### src/rtl/axi_bridge_mp.sv
// Multi-port sram-like to AXI3 bridge: NPORT masters share one AXI master, AXI ID = port index.
// Latency: addr_ok is combinational in the accept cycle, AR/AW/W valid one cycle later; rvalid/bvalid -> data_ok in the same cycle.
// Backpressure: a port waits (no addr_ok) while its AR/write slot is busy, its counter is full, its direction differs, or its read hits the pending write.
module axi_bridge_mp #(
  parameter int NPORT   = 2,
  parameter int MAX_OUT = 4,
  parameter int ID_W    = 4
) (
  input  logic                  clk,
  input  logic                  reset,
  input  logic [NPORT-1:0]      req,
  input  logic [NPORT-1:0]      wr,
  input  logic [2*NPORT-1:0]    size,
  input  logic [32*NPORT-1:0]   addr,
  input  logic [4*NPORT-1:0]    wstrb,
  input  logic [32*NPORT-1:0]   wdata,
  output logic [32*NPORT-1:0]   rdata,
  output logic [NPORT-1:0]      addr_ok,
  output logic [NPORT-1:0]      data_ok,
  output logic [ID_W-1:0]       arid,
  output logic [31:0]           araddr,
  output logic [7:0]            arlen,
  output logic [2:0]            arsize,
  output logic [1:0]            arburst,
  output logic [1:0]            arlock,
  output logic [3:0]            arcache,
  output logic [2:0]            arprot,
  output logic                  arvalid,
  input  logic                  arready,
  input  logic [ID_W-1:0]       rid,
  input  logic [31:0]           rdata_axi,
  input  logic [1:0]            rresp,
  input  logic                  rlast,
  input  logic                  rvalid,
  output logic                  rready,
  output logic [ID_W-1:0]       awid,
  output logic [31:0]           awaddr,
  output logic [7:0]            awlen,
  output logic [2:0]            awsize,
  output logic [1:0]            awburst,
  output logic [1:0]            awlock,
  output logic [3:0]            awcache,
  output logic [2:0]            awprot,
  output logic                  awvalid,
  input  logic                  awready,
  output logic [ID_W-1:0]       wid,
  output logic [31:0]           wdata_axi,
  output logic [3:0]            wstrb_axi,
  output logic                  wlast,
  output logic                  wvalid,
  input  logic                  wready,
  input  logic [ID_W-1:0]       bid,
  input  logic [1:0]            bresp,
  input  logic                  bvalid,
  output logic                  bready
);

  localparam int PW = (NPORT > 1) ? $clog2(NPORT) : 1;
  localparam int CW = 4;
  localparam logic [CW-1:0] MAX_CNT = CW'(MAX_OUT);
  localparam logic [PW:0]   NP      = (PW+1)'(NPORT);

  logic [PW-1:0]   rr_ptr;
  logic [CW-1:0]   cnt [NPORT];
  logic [NPORT-1:0] dir;
  logic            wr_pend;
  logic [29:0]     wr_pend_addr;

  logic [NPORT-1:0] elig;
  logic [PW:0]     cand;
  logic [PW-1:0]   win;
  logic            win_vld;
  logic            win_wr;
  logic [1:0]      win_size;
  logic [31:0]     win_addr;
  logic [31:0]     win_wdata;
  logic [3:0]      win_wstrb;

  // Response status and strobes are not used; every access is a single beat.
  logic unused_resp;
  assign unused_resp = ^{rresp, rlast, bresp};

  assign arlen   = 8'd0;
  assign awlen   = 8'd0;
  assign arburst = 2'b01;
  assign awburst = 2'b01;
  assign arlock  = 2'b00;
  assign awlock  = 2'b00;
  assign arcache = 4'd0;
  assign awcache = 4'd0;
  assign arprot  = 3'd0;
  assign awprot  = 3'd0;
  assign wlast   = 1'b1;
  assign rready  = 1'b1;
  assign bready  = 1'b1;

  // Read data is broadcast to every port; only the port flagged by data_ok samples it.
  assign rdata = {NPORT{rdata_axi}};

  // Per-port eligibility: counter room, direction lock, free AR slot / single write slot, RAW hazard.
  always_comb begin
    elig = '0;
    for (int p = 0; p < NPORT; p++) begin
      if (req[p] && (cnt[p] < MAX_CNT) && ((cnt[p] == '0) || (dir[p] == wr[p]))) begin
        if (wr[p])
          elig[p] = !wr_pend;
        else
          elig[p] = !arvalid && !(wr_pend && (wr_pend_addr == addr[32*p+2 +: 30]));
      end
    end
  end

  // Round-robin pick: first eligible port at or after rr_ptr, wrapping.
  always_comb begin
    cand    = '0;
    win     = '0;
    win_vld = 1'b0;
    for (int i = 0; i < NPORT; i++) begin
      cand = {1'b0, rr_ptr} + (PW+1)'(i);
      if (cand >= NP)
        cand = cand - NP;
      if (!win_vld && elig[cand[PW-1:0]]) begin
        win_vld = 1'b1;
        win     = cand[PW-1:0];
      end
    end
  end

  // Mux the winning port's request fields and drive the accept/response strobes.
  always_comb begin
    win_wr    = 1'b0;
    win_size  = '0;
    win_addr  = '0;
    win_wdata = '0;
    win_wstrb = '0;
    addr_ok   = '0;
    data_ok   = '0;
    for (int p = 0; p < NPORT; p++) begin
      if (win == PW'(p)) begin
        win_wr    = wr[p];
        win_size  = size[2*p +: 2];
        win_addr  = addr[32*p +: 32];
        win_wdata = wdata[32*p +: 32];
        win_wstrb = wstrb[4*p +: 4];
      end
      if (!reset) begin
        addr_ok[p] = win_vld && (win == PW'(p));
        // Responses only count for a port that actually has that kind of access in flight,
        // so stragglers from before a reset are silently dropped.
        data_ok[p] = (rvalid && (rid == ID_W'(p)) && (cnt[p] != '0) && !dir[p]) ||
                     (bvalid && (bid == ID_W'(p)) && (cnt[p] != '0) && dir[p] && wr_pend);
      end
    end
  end

  // Bookkeeping: counters, direction, RR pointer, write-pending tracking and AXI holding registers.
  always_ff @(posedge clk) begin
    if (reset) begin
      rr_ptr       <= '0;
      dir          <= '0;
      wr_pend      <= 1'b0;
      wr_pend_addr <= '0;
      for (int p = 0; p < NPORT; p++)
        cnt[p] <= '0;
      arvalid   <= 1'b0;
      arid      <= '0;
      araddr    <= '0;
      arsize    <= '0;
      awvalid   <= 1'b0;
      awid      <= '0;
      awaddr    <= '0;
      awsize    <= '0;
      wvalid    <= 1'b0;
      wid       <= '0;
      wdata_axi <= '0;
      wstrb_axi <= '0;
    end else begin
      for (int p = 0; p < NPORT; p++)
        cnt[p] <= cnt[p] + CW'(addr_ok[p]) - CW'(data_ok[p]);

      if (arvalid && arready) arvalid <= 1'b0;
      if (awvalid && awready) awvalid <= 1'b0;
      if (wvalid && wready)   wvalid  <= 1'b0;
      if (bvalid && ((data_ok & dir) != '0)) wr_pend <= 1'b0;

      if (win_vld) begin
        rr_ptr   <= (win == PW'(NPORT-1)) ? '0 : win + 1'b1;
        dir[win] <= win_wr;
        if (win_wr) begin
          awvalid      <= 1'b1;
          awid         <= ID_W'(win);
          awaddr       <= win_addr;
          awsize       <= {1'b0, win_size};
          wvalid       <= 1'b1;
          wid          <= ID_W'(win);
          wdata_axi    <= win_wdata;
          wstrb_axi    <= win_wstrb;
          wr_pend      <= 1'b1;
          wr_pend_addr <= win_addr[31:2];
        end else begin
          arvalid <= 1'b1;
          arid    <= ID_W'(win);
          araddr  <= win_addr;
          arsize  <= {1'b0, win_size};
        end
      end
    end
  end

endmodule

### config.mk
export PLATFORM = sky130hd
export DESIGN_NAME = axi_bridge_mp
export DESIGN_NICKNAME = d
export VERILOG_FILES = /design/src/rtl/axi_bridge_mp.sv
export SDC_FILE = /design/constraint.sdc
export NUM_CORES = 1
export LEC_CHECK = 0
export CORE_AREA = 2 2 164 166
export DETAILED_ROUTE_END_ITERATION = 8
export DIE_AREA = 0 0 166 168
export GPL_ROUTABILITY_DRIVEN = 1
export PLACE_DENSITY = 0.67
export SYNTH_ARGS = -nofsm -noshare
export SYNTH_HDL_FRONTEND = slang
export SYNTH_SLANG_ARGS = --single-unit
### constraint.sdc
create_clock -name clk -period 11.25 [get_ports clk]
set_input_delay 3.375 -clock clk [delete_from_list [all_inputs] [get_ports clk]]
set_output_delay 3.375 -clock clk [all_outputs]
set_load 0.02 [all_outputs]
==> summary.txt, run 1 <==
Detailed routing
  • DR WL/cell: 18.8 um
  • Vias after detailed routing: 6134
  • First drt pass iteration count: 4
  • Remaining DRCs: 0
  • WL final: 25000 um
  • Initial DRC count: 330
  • Routed Antenna Nets: 0
  • DR vias/cell: 4.63

Job
  • Max_cap viols: 0

Clock network
  • CTS Buf Count: 17
  • Clock Latency Late Sink: 420 ps
  • Clock Sinks: 121
  • CTS Hold Bufs: 0
  • H-tree depth: 4
  • CTS tree: yes
  • Post-CTS Resized: 0
  • Root Driver: clkbuf_16
  • Clock Tree Buf Depth: 2
  • Setup Fix Bufs, Post-CTS: 0
  • Clk slew on worst S/H paths: 60 ps

Yosys
  • Post-Synth XOR/XNOR Area: 8.37%
  • Post-synthesis compound-gate area fraction: 18.9%
  • Dominant synthesized flop cell: dfxtp_1
  • Syn avg cell area: 8.63 sq um
  • Gate Count Post-Synth: 788
  • Register bit total from synthesis: 121
  • Cell variety after synth: 50
  • Post-synth EDFFs: 0
  • Synth Area in Simple Gates: 11.5%
  • Ys async rst share: 0%
  • Mapped Area: 0.00680 sq mm
  • Fraction of the yosys area taken by sequential cells: 35.6%
  • Adder-cell share of the synthesized area: 2.43%
  • Largest family of logic cells by synthesized area: compound AO/OA/AOI/OAI gates
  • YS warnings: 0
  • Mux share of post-synthesis cell area: 5.33%

Pwr
  • Clk pwr share: 24.7%
  • VDD IR max: 145 uV
  • Switching Fraction: 41.4%
  • Internal power: 0.00131 W
  • Lkg Pwr: 3.69 nW
  • Reg power frac: 29.0%
  • Comb power frac: 46.3%
  • Psw: 0.000924 W
  • P per Cell Area: 231 mW/mm^2

Timing
  • FMAX: 102 MHz
  • Final Slew Violations: 0
  • Final-report hold violation count: 0
  • RSZ-0062 raised after global routing: false
  • Tcrit/Tclk final: 86.9%
  • Worst Hold Slack: 490 ps
  • Worst Skew: 17.2 ps
  • # setup viols final: 0
  • Worst Tran Pin Value: 904 ps
  • TNS Setup: 0 ps
  • Final min period: 9780 ps
  • Fin worst setup slack: 1470 ps
  • Slew headroom: 39.8%

Placed design
  • Pre-CTS WS: 1390 ps
  • Post-DP HPWL: 17900 um
  • PortBufs: 272
  • Placer congestion estimate: 0.798

Layout
  • NumNets Final: 1180
  • # diodes: 0
  • FILL cells: 2706
  • P&R area growth vs syn: 41.9%
  • Share of cells above drive strength 1: 6.09%
  • Layout Utilization: 36.6%
  • Most frequent cells in the layout: clkdlybuf4s50_1 (271), dfxtp_1 (121), nand2_1 (80)
  • Most common cell after layout, fill and taps aside: clkdlybuf4s50_1

Global routing
  • Global Route Usage Sum: 17.5%
  • First-pass GRT wire length: 37200 um
  • Largest net degree at the start of global routing: 87
  • Vias in the first global route: 6191
  • Initial antenna violation count: 1
  • Overflow after GRT: 0

Critical path
  • Worst endpoint data arrival time: 6400 ps
  • CP Capture Type: primary output
  • Critical path class: input pin to primary output
  • Crit path max fanout: 5
  • Critical Path Start Type: input pin
  • R2r setup slk: 7860 ps
  • Startpoint of the worst register-to-register path: wr_pend
  • Worst endpoint required time: 7880 ps
  • Worst Setup SP: addr[23]

Floorplanning
  • Initial Util: 25.8%
  • Die X: 166 um
  • Die Height: 168 um
  • Die Area: 0.0279 sq mm
  • Rows: 60
  • Core area: 0.0264 sq mm
  • I/O pins: 426

Hold path
  • Hold Startpoint: wvalid
  • Worst hold path type: flip-flop to flip-flop

Status
  • Status: finished clean
-- metal layers --
layer,vias to the layer above,GRT usage [%],routed length (um)
met5,-,0,0
met4,0,7.30,849
met3,59,6.82,2220
met2,272,29.8,12100
met1,2852,19.4,9840
li1,2951,-,-
-- cell usage after synthesis, drive strengths merged, types with 3 or more instances --
| cell type | n | area share [%] |
|---|---|---|
| nor2 | 51 | 2.9 |
| clkbuf | 17 | 0.94 |
| nand2 | 80 | 4.4 |
| a31oi | 36 | 3.3 |
| nor4 | 11 | 1.4 |
| nor2b | 5 | 0.46 |
| xor2 | 31 | 4.0 |
| inv | 17 | 0.94 |
| buf | 150 | 16 |
| ha | 10 | 1.8 |
| or2 | 3 | 0.28 |
| nor3 | 4 | 0.46 |
| a21oi | 41 | 3.0 |
| a211oi | 34 | 3.9 |
| mux2i | 35 | 5.3 |
| nand4 | 9 | 0.83 |
| dfxtp | 121 | 36 |
| xnor2 | 34 | 4.4 |
| o31ai | 34 | 3.8 |
| o21ai | 38 | 2.8 |
-- registers in the layout (all words and copies together) (netlist names), 2 cells and up --
name / cells
araddr: 32
awaddr: 32
awsize: 2
dir: 2
wstrb_axi: 4
wdata_axi: 32
cnt: 8
arsize: 2
-- cell families (layout without fill, tap and decap cells) --
logic type / count (synthesis) / in the layout
xor+xnor: 65 / 65
other cells: 2 / 52
flops: 121 / 121
buf+inv: 185 / 332
simple gates: 169 / 169
mux: 35 / 35
compound gates: 199 / 199
fa+ha+maj: 12 / 12
-- power groups by stage --
| stage | logic [W] | registers (W) | clock network (W) |
|---|---|---|---|
| detailed placement | 0.00104 | 0.000655 | 0 |
| global placement | 0.00103 | 0.000653 | 0 |
| global route | 0.00112 | 0.000664 | 0.000588 |
| CTS | 0.00105 | 0.000649 | 0.000573 |
| floorplan | 0.000525 | 0.000780 | 0 |
| finish | 0.00103 | 0.000648 | 0.000552 |
-- final cells by class --
| class | count | area, sq um | area share, % |
|---|---|---|---|
| Tap cell | 341 | 427 | 4.42 |
| Inverter | 18 | 67.6 | 0.700 |
| Clock inverter | 15 | 149 | 1.54 |
| Multi-Input combinational cell | 532 | 3370 | 34.9 |
| Clock buffer | 17 | 425 | 4.41 |
| Sequential cell | 121 | 2420 | 25.1 |
| Timing Repair Buffer | 282 | 2790 | 28.9 |
-- worst paths after layout --
path | endpoint | cells after the start
worst max-delay path | addr_ok[1] | 8
worst min-delay path | wvalid | 2
worst max register to register | araddr[17] | 9
worst min register to register | wvalid | 2
-- critical path, stage by stage --
cell             delay, ps
clkdlybuf4s50_1        430
xnor2_1                340
nand4_1                240
nor4_2                 500
a21boi_2               230
or3_2                  470
nor2_1                 170
clkdlybuf4s50_1        640
-- through the flow --
step | total power, W | instance area, sq um | std cells
after CTS | 0.00227 | 9650 | 1326
final | 0.00223 | 9650 | 1326
after floorplan | 0.00131 | 6990 | 838
after global routing | 0.00237 | 9650 | 1326
after global placement | 0.00169 | 9080 | 1294
after detailed placement | 0.00169 | 9080 | 1294
No activity file was read; power rests on OpenSTA's default activity.
==> run 2, diff against run 1 <==
Settings changed: TNS_END_PERCENT set to 5.
==> results of run 2 <==
No change in the layout: final DEF, timing and power equal those of run 1.
==> run 3, diff against run 2 <==
Settings changed: CORE_AREA 2 2 164 166 to 2 2 163 165, DIE_AREA 0 0 166 168 to 0 0 165 167, PLACE_DENSITY 0.67 to 0.68.
Clock period 11.25 ns to 9.95 ns, I/O delays scaled along.
==> summary.txt, run 3 (synthesis gave the netlist of run 1 again) <==
Critical path
  • R2r setup slk: 6190 ps
  • Critical Path Start Type: input pin
  • CP Capture Type: primary output
  • Worst endpoint required time: 6970 ps
  • Worst endpoint data arrival time: 6030 ps
  • Critical path class: input pin to primary output
  • Crit path max fanout: 5

Clock network
  • H-tree depth: 4
  • CTS Buf Count: 17
  • Setup Fix Bufs, Post-CTS: 0
  • CTS tree: yes
  • Clock Tree Buf Depth: 2
  • Post-CTS Resized: 0
  • CTS Hold Bufs: 0
  • Root Driver: clkbuf_16
  • Clk slew on worst S/H paths: 60 ps
  • Clock Latency Late Sink: 420 ps
  • Clock Sinks: 121

Layout
  • Largest regs: araddr x32, awaddr x32, wdata_axi x32
  • P&R area growth vs syn: 42.3%
  • Final cell count without fillers: 1320
  • Most common cell after layout, fill and taps aside: clkdlybuf4s50_1
  • Share of cells above drive strength 1: 6.00%
  • NumNets Final: 1179
  • Most frequent cells in the layout: clkdlybuf4s50_1 (271), dfxtp_1 (121), nand2_1 (80)

Detailed routing
  • DR vias/cell: 4.65
  • WL final: 24900 um
  • Initial DRC count: 283
  • Routed Antenna Nets: 0
  • Vias after detailed routing: 6137
  • Remaining DRCs: 0
  • DR WL/cell: 18.8 um
  • First drt pass iteration count: 4

Timing
  • Final min period: 9020 ps
  • # setup viols final: 0
  • TNS Setup: 0 ps
  • RSZ-0062 raised after global routing: false
  • FMAX: 111 MHz
  • Worst Tran Pin Value: 873 ps
  • Final Slew Violations: 0
  • Slew headroom: 41.8%
  • Tcrit/Tclk final: 90.6%
  • Final-report hold violation count: 0
  • Worst Skew: 18.3 ps

Floorplanning
  • Rows: 59
  • I/O pins: 426
  • Die Area: 0.0276 sq mm
  • Die X: 165 um
  • Core area: 0.0258 sq mm
  • Die Height: 167 um
  • Initial Util: 26.4%

Global routing
  • First-pass GRT wire length: 36600 um
  • Vias in the first global route: 6157
  • Global Route Usage Sum: 17.6%
  • Initial antenna violation count: 2
  • Overflow after GRT: 0
  • Largest net degree at the start of global routing: 77

Pwr
  • Lkg Pwr: 3.70 nW
  • Total power: 0.00256 W
  • VDD IR max: 125 uV
  • P per Cell Area: 265 mW/mm^2

Placed design
  • PortBufs: 272
  • Placer congestion estimate: 0.802
  • Post-DP HPWL: 18100 um
  • Placed cell count: 1287

Status
  • Status: finished clean

Hold path
  • Worst hold path type: flip-flop to flip-flop

Job
  • Max_cap viols: 0
[run 3: area by class of cell]
cell class / instances / area (sq um)
Multi-Input combinational cell: 532 / 3370
Tap cell: 335 / 419
Timing Repair Buffer: 281 / 2790
Fill cell: 2672 / 16100
Antenna cell: 1 / 2.50
Sequential cell: 121 / 2420
Inverter: 18 / 67.6
Clock inverter: 15 / 188
Clock buffer: 17 / 425
[run 3: final timing paths]
kind,start,to,cells past startpoint
setup / recovery,addr[24],addr_ok[1],8
hold / removal,wvalid,wvalid,2
setup reg to reg,awaddr[24],awaddr[19],8
hold reg to reg,wvalid,wvalid,2
[run 3: metrics by stage]
step / hold slack (ps) / worst slack [ps] / area, sq um / utilization [%]
after floorplan: 481 / 2250 / 6990 / -
after global placement: 468 / 882 / 9060 / 35.2
after detailed placement: 480 / 866 / 9060 / 35.2
after CTS: 495 / 869 / 9670 / 37.6
after global routing: 536 / 732 / 9670 / 37.6
final: 492 / 935 / 9680 / 37.6
[run 3: per-layer routing]
| metal | wire, um | up-vias | GRT usage [%] |
|---|---|---|---|
| met5 | 0 | - | 0 |
| met4 | 968 | 0 | 7.83 |
| met3 | 1970 | 71 | 5.83 |
| met2 | 11900 | 259 | 29.7 |
| met1 | 10000 | 2869 | 20.1 |
| li1 | - | 2938 | - |
[run 3: power by group]
part / leakage (nW) / internal (W) / switching (W) / total [W]
sequential: 0.997 / 0.000626 / 0.000105 / 0.000732
combinational: 2.41 / 0.000499 / 0.000671 / 0.00117
clock: 0.292 / 0.000400 / 0.000261 / 0.000661
total: 3.70 / 0.00153 / 0.00104 / 0.00256
[run 3: worst max-delay path: stages]
cell             delay [ps]
clkdlybuf4s50_1         450
xnor2_1                 360
nand4_1                 230
nor4_2                  480
a21boi_2                230
or3_2                   470
nor2_1                  170
clkdlybuf4s50_1         640
